[config.mk]
export PLATFORM = sky130hd
export DESIGN_NAME = out_port_bank
export DESIGN_NICKNAME = d
export VERILOG_FILES = /design/src/rtl/out_port_bank.sv
export SDC_FILE = /design/constraint.sdc
export NUM_CORES = 1
export LEC_CHECK = 0
export ABC_CLOCK_PERIOD_IN_PS = 3670
export CELL_PAD_IN_SITES_DETAIL_PLACEMENT = 1
export CELL_PAD_IN_SITES_GLOBAL_PLACEMENT = 1
export CORE_MARGIN = 10
export CORE_UTILIZATION = 46
export DETAILED_ROUTE_END_ITERATION = 7
export HOLD_SLACK_MARGIN = 0.1
export PLACE_DENSITY = 0.81
export SLEW_MARGIN = 20
export SYNTH_ARGS = -nofsm -noshare
export SYNTH_HDL_FRONTEND = slang
export SYNTH_SLANG_ARGS = --single-unit
[constraint.sdc]
create_clock -name clk -period 3.67 [get_ports clk]
set_input_delay 0.367 -clock clk [delete_from_list [all_inputs] [get_ports clk]]
set_output_delay 0.367 -clock clk [all_outputs]
set_load 0.05 [all_outputs]
[src/rtl/out_port_bank.sv]
// rtl/out_port_bank.sv - bank of latched output registers with a write-journal FIFO stream
`timescale 1ns/1ps
module out_port_bank #(
  parameter int DATA_WIDTH   = 8,
  parameter int NUM_CHANNELS = 4,
  parameter int CH_W         = (NUM_CHANNELS > 1) ? $clog2(NUM_CHANNELS) : 1,
  parameter int FIFO_DEPTH   = 4
) (
  input  logic                               clk,
  input  logic                               reset,
  input  logic                               load_o,
  input  logic [CH_W-1:0]                    chan_sel,
  input  logic [DATA_WIDTH-1:0]              data_in,
  output logic [NUM_CHANNELS*DATA_WIDTH-1:0] out_vals,
  output logic                               stream_valid,
  input  logic                               stream_ready,
  output logic [DATA_WIDTH-1:0]              stream_data,
  output logic [CH_W-1:0]                    stream_chan,
  output logic                               fifo_full,
  output logic                               overflow,
  input  logic                               clear_flags
);

  localparam int PTR_W = $clog2(FIFO_DEPTH);
  localparam int CNT_W = $clog2(FIFO_DEPTH + 1);
  localparam int ENT_W = CH_W + DATA_WIDTH;
  localparam logic [CH_W:0]    NUM_CH_C = (CH_W + 1)'(NUM_CHANNELS);
  localparam logic [CNT_W-1:0] DEPTH_C  = CNT_W'(FIFO_DEPTH);

  logic [DATA_WIDTH-1:0] ch_reg [NUM_CHANNELS];
  logic [ENT_W-1:0]      mem    [FIFO_DEPTH];
  logic [PTR_W-1:0]      wr_ptr;
  logic [PTR_W-1:0]      rd_ptr;
  logic [CNT_W-1:0]      count;
  logic                  legal;
  logic                  push;
  logic                  pop;
  logic                  drop;

  // Out-of-range channel numbers are ignored entirely, not aliased onto a real channel.
  assign legal        = load_o && ({1'b0, chan_sel} < NUM_CH_C);
  assign fifo_full    = (count == DEPTH_C);
  assign stream_valid = (count != '0);
  assign pop          = stream_valid && stream_ready;
  // A pop in the same cycle frees the slot, so a full FIFO can still accept the record.
  assign push         = legal && (!fifo_full || pop);
  assign drop         = legal && fifo_full && !pop;

  // Head is read from registered storage via a registered pointer, so ready never reaches it.
  assign {stream_chan, stream_data} = mem[rd_ptr];

  for (genvar g = 0; g < NUM_CHANNELS; g++) begin : g_out
    assign out_vals[g*DATA_WIDTH +: DATA_WIDTH] = ch_reg[g];
  end

  // Channel registers: the selected channel latches the bus value on a legal write.
  always_ff @(posedge clk or posedge reset) begin
    if (reset) begin
      for (int i = 0; i < NUM_CHANNELS; i++) ch_reg[i] <= '0;
    end else if (legal) begin
      for (int i = 0; i < NUM_CHANNELS; i++) begin
        if (chan_sel == CH_W'(i)) ch_reg[i] <= data_in;
      end
    end
  end

  // Journal storage: contents are only meaningful between rd_ptr and wr_ptr, so no reset.
  always_ff @(posedge clk) begin
    if (push) mem[wr_ptr] <= {chan_sel, data_in};
  end

  // Journal pointers and occupancy; pointers wrap naturally at the power-of-two depth.
  always_ff @(posedge clk or posedge reset) begin
    if (reset) begin
      wr_ptr <= '0;
      rd_ptr <= '0;
      count  <= '0;
    end else begin
      if (push) wr_ptr <= wr_ptr + PTR_W'(1);
      if (pop)  rd_ptr <= rd_ptr + PTR_W'(1);
      case ({push, pop})
        2'b10:   count <= count + CNT_W'(1);
        2'b01:   count <= count - CNT_W'(1);
        default: count <= count;
      endcase
    end
  end

  // Sticky overflow: a dropped record takes priority over a clear in the same cycle.
  always_ff @(posedge clk or posedge reset) begin
    if (reset)            overflow <= 1'b0;
    else if (drop)        overflow <= 1'b1;
    else if (clear_flags) overflow <= 1'b0;
  end

endmodule
==> run metrics, run 1 <==
CP Capture Point stream_data[6]; P_leak about 1.6 nW; Post-CTS Resized 0; Unique masters post-synth 33; Clock Sinks 80; WL final 7550 um; P per Cell Area 842 nW/um2; fin crit share approximately 78%; DIE WIDTH around 100 um; Post CTS Setup Buffer Count 0; VDD IR-drop max 0.454 mV; vias in the first global route 1955; Final nets around 270; CP Max Fanout 12; I/O Buffers 59; synthesis-to-finish area growth 28.8%; initial antenna violation count 0; post-layout minimum cycle time roughly 2.9 ns; CP Class reg2out; r2r endpoint count[2]; CP Depth 2; RSZ-0062 raised after global routing no; full die area 10600 um2; Synth area leader edfxtp_1; Post-Synthesis Cells 178; Avg Cell Area, Syn 17.9 um2; Clock Path Buffers 2; worst path cell trace mux4_2 -> clkdlybuf4s50_1; startpoint types flop; Post-Syn Area 3180 um2; R2R setup slack 1.53 ns; Yosys warnings 0; setup_tns 0 ns; first-pass GRT wire length 11600 um; gr usage total 15.0%; total CTS buffers 9; syn_nets 198; Top Family by Delay on Critical Path flip-flops; crit end category output pin; largest net degree at the start of global routing 41; post-synthesis sequential area ratio 69.2%; routability cong. 0.718; Final setup viols 0; Post-synth EDFFs 40; Post-Place Setup Slack 1.15 ns; Req. time, crit path around 3.3 ns; number of placed instances with taps included ~310; Slew Limit Fails 0; DRT iter0 DRCs 71; antenna viol nets, final 0; Finished Layout Cells 330; Hold-fix buffers, CTS 0; Site Rows 30; CTS H-tree depth 3; largest stage delay on the critical path 0.80 ns; critical path's slowest cell dfrtp_1; wire per inst about 23 um; setup slack after layout just over 0.8 ns; clk_skew 0.00704 ns; initial cell density of the core 47.1%; Reg2Reg Depth 6; Chip Height a little over 100 um; # diodes 0; TritonCTS clock tree built; drc violations 0; Synth async-reset ratio between 50% and 60%; critical path arrival 2.49 ns; fraction of layout cells with a size suffix above 1 27.2%; Yosys top cell area share a little under two fifths; Core Box Area 6760 um2; Overflow after GRT 0; clk root buf clkbuf_8; Skew-Pair Late Insertion Delay 0.34 ns; worst path bufs/invs 1; Max-Cap Viols 0; clock transition at the registers of the reported paths 0.07 ns; final hold vios 0; Post-DP HPWL 5080 um; # IOs 60; main flop type after synthesis edfxtp_1; Area contributors post-synth edfxtp_1, dfrtp_1, mux2_2, mux4_2, ha_1; Crit. Startpoint rd_ptr[0]; #FFs+latches synth 80; Vias 1798; RR Startpoint count[0]; fmax 350 MHz; Slew @ Worst Pin ~0.77 ns; outcome finished, final reports clean; synth cell count leaders dfrtp_1, edfxtp_1, mux2_2, mux4_2, inv_1; Hold Path Class in2async; Max-slew headroom 48.3%; drt pass-1 iters 4; DR vias/cell 5.45
[flip-flops by register name (all words and copies together) (netlist names)]
signal / cells
wr_ptr: 2
count: 3
out_vals: 32
mem: 40
rd_ptr: 2
overflow: 1
[per-layer routing]
layer	GRT usage (%)	routed length, um
met1	16.8	2910
met2	25.2	3990
met3	7.18	555
met4	4.17	95
met5	0	0
[worst min-delay path by stage]
| stage | startpoint | to | slack (ns) |
|---|---|---|---|
| global route | reset | out_vals[11] | 0.49 |
| floorplan | data_in[0] | mem[0][0] | 0.47 |
| global placement | out_vals[23] | out_vals[23] | 0.49 |
| CTS | reset | count[0] | 0.46 |
| finish | reset | out_vals[11] | 0.44 |
| detailed placement | out_vals[25] | out_vals[25] | 0.49 |
[worst reg2reg max path: stages (launching register included)]
cell and delay, ns:
dfrtp_1 0.45, or3_2 0.57, nand3_1 0.13, fa_1 0.21, nand2_1 0.06, or4_2 0.55
nand3_1 0.10
[cells in the final DEF (no fill, tap or decap), types with 2 or more instances in the layout]
cell	netlist	layout
nor2_1	4	4
ha_1	4	4
inv_1	9	9
and2_2	4	4
clkinv_2	0	2
mux4_2	10	10
xnor2_1	4	4
nand3b_1	2	2
dfrtp_1	40	40
clkdlybuf4s50_1	0	59
clkbuf_8	0	9
nand2_1	3	3
nand3_1	4	4
bufinv_16	0	3
edfxtp_1	40	40
mux2_2	32	32
[power by group]
| part | leakage (nW) | switching (mW) | internal (mW) |
|---|---|---|---|
| registers | 0.842 | 0.162 | 1.15 |
| logic | 0.614 | 0.853 | 0.535 |
| clock network | 0.116 | 0.305 | 0.450 |
| total | 1.57 | 1.32 | 2.13 |
[area by class of cell]
cell class / instances / area (um2)
inverter: 9 / 33.8
multi-input combinational: 85 / 930
clock buffer: 10 / 128
fill: 612 / 2660
sequential: 80 / 2200
clock inverter: 6 / 108
timing repair buffer: 60 / 598
tap: 80 / 100
[cell families after synthesis]
family	after synthesis	synth area share, %
AOI/OAI and AO/OA	9	2.32
xor gates and xnor gates	5	1.38
adders and majority gates	5	2.20
buffers and inverters	13	1.61
DFF	80	69.2
muxes	43	18.9
and+or+nand+nor	23	4.44
[stage by stage]
step / power [mW] / hold WS (ns) / instance area [um2] / utilization, %
2_1_floorplan: 2.25 / 0.466 / 3180 / -
3_3_place_gp: 2.68 / 0.486 / 3860 / 57.2
3_5_place_dp: 2.72 / 0.494 / 3860 / 57.2
4_1_cts: 3.50 / 0.456 / 4100 / 60.7
5_1_grt: 3.61 / 0.487 / 4100 / 60.7
6_report: 3.45 / 0.444 / 4100 / 60.7
Note: power is estimated with default switching activity, not from simulation.
==> run 2, diff against run 1 <==
ABC_CLOCK_PERIOD_IN_PS = 2500   (was 3670)
CORE_UTILIZATION = 39   (was 46)
PLACE_DENSITY = 0.73   (was 0.81)
clock period = 2.5 ns   (was 3.67 ns; I/O delays follow)
==> run 2 against run 1 <==
Sequential cell count unchanged. Die area increased by 14%. Via count decreased by 0.72%. Power increased by 44%. Highest routed layer unchanged. Clock-buffer cell count decreased by 1. Critical path depth increased by 1.
==> run metrics, run 2 (same netlist as run 1, synthesis figures left out) <==
outcome finished, final reports clean; worst path cell trace or3b_4 -> inv_1 -> clkdlybuf4s50_1; post-layout minimum cycle time 2.34 ns; highest-count cells in the layout ignoring fill and taps clkdlybuf4s50_1, dfrtp_1, edfxtp_1; full die area around 12000 um2; synthesis-to-finish area growth 29.7%; first-pass GRT wire length 11400 um; Vias 1785; Chip Height 110 um; fraction of layout cells with a size suffix above 1 ~33%; hold slack final 0.325 ns; RSZ-0062 raised after global routing no; I/O Buffers 59; Req. time, crit path 2.25 ns; critical path arrival 2.09 ns; wire per inst 20.0 um; Hold-fix buffers, CTS 0; fmax 427 MHz; total CTS buffers 9; initial cell density of the core 40.6%; drc violations 0; worst path bufs/invs 2; routability cong. 0.731; Max-slew headroom between 60% and 70%; final hold vios 0; Hold Path Class in2async; Final nets 270; P_leak 1.60 nW; crit end category output pin; clk_skew 0.00659 ns; critical path's slowest cell clkdlybuf4s50_1; wl on met1 3050 um; gr usage total 12.7%; Slew Limit Fails 0; P per Cell Area 1210 nW/um2; largest stage delay on the critical path 0.79 ns; clock transition at the registers of the reported paths 0.08 ns; Skew-Pair Late Insertion Delay 0.35 ns; DR vias/cell 5.00; max reg flops 40; Max-Cap Viols 0; # IOs 60; Core Box Area 7850 um2; DRT iter0 DRCs 83; antenna viol nets, final 0; Highest Signal Layer met4; Post CTS Setup Buffer Count 0; Tot Pwr between 4 and 5 mW; Clock Sinks 80; Site Rows 32; startpoint types flop; register name with the most flops mem; Clock Path Buffers 2; metal2 WL 3480 um; CP Class reg2out; clk root buf clkbuf_8; drt pass-1 iters 4; Slew @ Worst Pin 0.595 ns; Post-DP HPWL 4980 um; initial antenna violation count 0; CP Max Fanout 7; CTS H-tree depth 3; DIE WIDTH 110 um; setup_tns 0 ns; Top Family by Delay on Critical Path buffers and inverters; largest net degree at the start of global routing 41; WL final 7120 um; met3 wire length 415 um; Overflow after GRT 0; fin crit share 93.7%; VDD IR-drop max 0.440 mV; most common cell after layout, fill and taps aside clkdlybuf4s50_1; Final setup viols 0; vias in the first global route 2084; TritonCTS clock tree built; Post-CTS Resized 0; # diodes 0
[run 2: cell types whose count changed in the layout (fill, tap and decap cells not counted), sizes merged]
cell / previous run / this run
inv: 9 / 12
bufinv: 3 / 2
clkinv: 2 / 0
clkinvlp: 1 / 2
clkbuf: 10 / 9
clkdlybuf4s50: 59 / 49
buf: 1 / 16
[run 2: where the power goes]
| group | leakage [nW] | internal [mW] | switching [mW] |
|---|---|---|---|
| logic | 0.647 | 0.759 | 1.26 |
| registers | 0.842 | 1.69 | 0.201 |
| clock network | 0.107 | 0.573 | 0.498 |
| total | 1.60 | 3.02 | 1.96 |
[run 2: path summary, 6_finish.rpt]
| check | start | endpoint | slack, ns | cells after the start |
|---|---|---|---|---|
| setup / recovery | count[0] | fifo_full | 0.16 | 3 |
| hold / removal | reset | out_vals[17] | 0.32 | 3 |
| setup reg to reg | count[0] | count[2] | 0.41 | 6 |
| hold reg to reg | out_vals[29] | out_vals[29] | 0.51 | 1 |
| max in group asynchronous | reset | out_vals[5] | 1.81 | 3 |
| min in group clk | clear_flags | overflow | 0.46 | 2 |
[run 2: area by class of cell]
type / count / area [um2]
flip-flops and latches: 80 / 2200
repair buffers: 65 / 611
multi-input cells: 85 / 930
clock inverters: 7 / 101
fillers: 761 / 3720
well taps: 102 / 128
inverters: 9 / 33.8
clock buffers: 9 / 124
[run 2: stage by stage]
step / cell area, um2 / setup WS [ns] / std cells / utilization, %
6_report: 4130 / 0.156 / 357 / 52.6
3_3_place_gp: 3900 / 0.432 / 341 / 49.7
2_1_floorplan: 3180 / 0.365 / 178 / -
3_5_place_dp: 3900 / 0.374 / 341 / 49.7
5_1_grt: 4130 / 0.0843 / 357 / 52.6
4_1_cts: 4130 / 0.132 / 357 / 52.6
[run 2: per-layer routing]
| layer | track usage, % | vias up |
|---|---|---|
| met3 | 4.06 | 13 |
| li1 | - | 806 |
| met2 | 19.3 | 40 |
| met5 | 0 | - |
| met4 | 7.43 | 0 |
| met1 | 15.7 | 926 |
[run 2: worst reg2reg max path: cells and delay by family (launching register included)]
family,cells,cell delay [ns]
adders and majority gates,1,0.20
DFF,1,0.45
and+or+nand+nor,5,1.38
==> run 3, diff against run 2 <==
REMOVE_ABC_BUFFERS = 1   (was default)
==> run 3 against run 2 <==
Worst setup slack better by 0.020 ns. Sequential cell count unchanged. Via count down 1.3%. Critical path type unchanged.
==> run metrics, run 3 (same netlist as run 1, synthesis figures left out) <==
Clock Sinks 80; clk root buf clkbuf_8; I/O Buffers 59; r2r endpoint count[2]; routability cong. 0.785; fin crit share 92.9%; Storage cell area ~2200 um2; CP Max Fanout 7; gr usage total around an eighth; Req. time, crit path approximately 2.3 ns; Chip Height ~110 um; WL final 7080 um; GRT Max-Usage Layer met2; Hold Path Class in2async; critical path arrival 2.07 ns; register name with the most flops mem; Final setup viols 0; vias in the first global route 2019; R2R setup slack 0.44 ns; Fill cells 779; Post-DP HPWL between 4000 and 5000 um; Skew-Pair Late Insertion Delay 0.34 ns; P_leak 1.58 nW; crit end category output pin; Reg2Reg Depth 6; fraction of layout cells with a size suffix above 1 31.5%; Multi-input gate area 930 um2; final hold vios 0; P per Cell Area 1180 nW/um2; RR Startpoint count[0]; antenna viol nets, final 0; Max-Cap Viols 0; Vias 1762; TritonCTS clock tree built; largest net degree at the start of global routing just over 40; most common cell after layout, fill and taps aside clkdlybuf4s50_1; Post-CTS Resized 0; drt pass-1 iters 3; RSZ-0062 raised after global routing no; setup_tns 0 ns; wire per inst just under 20 um; Core Box Area between 7000 and 8000 um2; M1 GR Usage 14.7%; synthesis-to-finish area growth 28.3%; first-pass GRT wire length around 11000 um; total CTS buffers 9; CTS H-tree depth 3; Slew @ Worst Pin roughly 0.57 ns; startpoint types flop; initial antenna violation count 0; Post CTS Setup Buffer Count 0; DIE WIDTH between 100 and 150 um; Slew Limit Fails 0; max reg flops 40; outcome finished, final reports clean; VDD IR-drop max about 0.52 mV; Final nets ~270; DRT iter0 DRCs 76; drc violations 0; post-layout minimum cycle time 2.32 ns; full die area 12200 um2; DR vias/cell about 4.9; fin util about 52%; met2 Usage GRT about a fifth; clk_skew 0.00479 ns; # IOs 60; fmax ~430 MHz; # diodes 0; clock transition at the registers of the reported paths about 0.070 ns; M3 GR Usage between 5 and 6%; Overflow after GRT 0; Clock Path Buffers 2; highest-count cells in the layout ignoring fill and taps clkdlybuf4s50_1, dfrtp_1, edfxtp_1; CP Class reg2out; Site Rows 32; initial cell density of the core 40.6%; Max-slew headroom roughly three fifths; Hold-fix buffers, CTS 0
==> run 3: critical path: stages, from the launching register on <==
cell             delay [ns]
dfrtp_1                0.44
or3b_4                 0.44
inv_1                  0.06
clkdlybuf4s50_1        0.80
==> run 3: through the flow <==
step	hold WS [ns]	worst slack, ns	std cells	instance area [um2]	power (mW)
finish	0.356	0.176	356	4090	4.82
global route	0.400	0.0834	356	4090	5.08
CTS	0.373	0.144	356	4090	4.89
detailed placement	0.493	0.451	340	3900	3.97
global placement	0.487	0.480	340	3900	3.93
floorplan	0.349	0.365	174	3170	3.29
==> run 3: worst max path at each step <==
| stage | endpoint | startpoint | depth (start not counted) |
|---|---|---|---|
| global placement | count[2] | count[0] | 6 |
| CTS | fifo_full | count[0] | 3 |
| finish | fifo_full | count[0] | 3 |
| global route | fifo_full | count[0] | 3 |
| floorplan | count[2] | count[0] | 6 |
| detailed placement | count[2] | count[0] | 6 |
==> run 3: area by class of cell <==
type	instances	area share (%)
clock buffers	12	3.55
clock inverters	4	1.07
inverters	9	0.827
multi-input cells	85	22.8
flip-flops and latches	80	53.9
well taps	102	3.12
repair buffers	64	14.8
==> run 3: power breakdown <==
part	internal, mW	switching (mW)
combinational	0.757	1.28
sequential	1.69	0.184
clock	0.483	0.426
total	2.93	1.89
==> run 3: routing by layer <==
metal / up-vias / part of all wire, %
li1: 806 / -
met1: 910 / 43
met2: 38 / 49
met3: 8 / 7.5
met4: 0 / 1.1
met5: - / 0
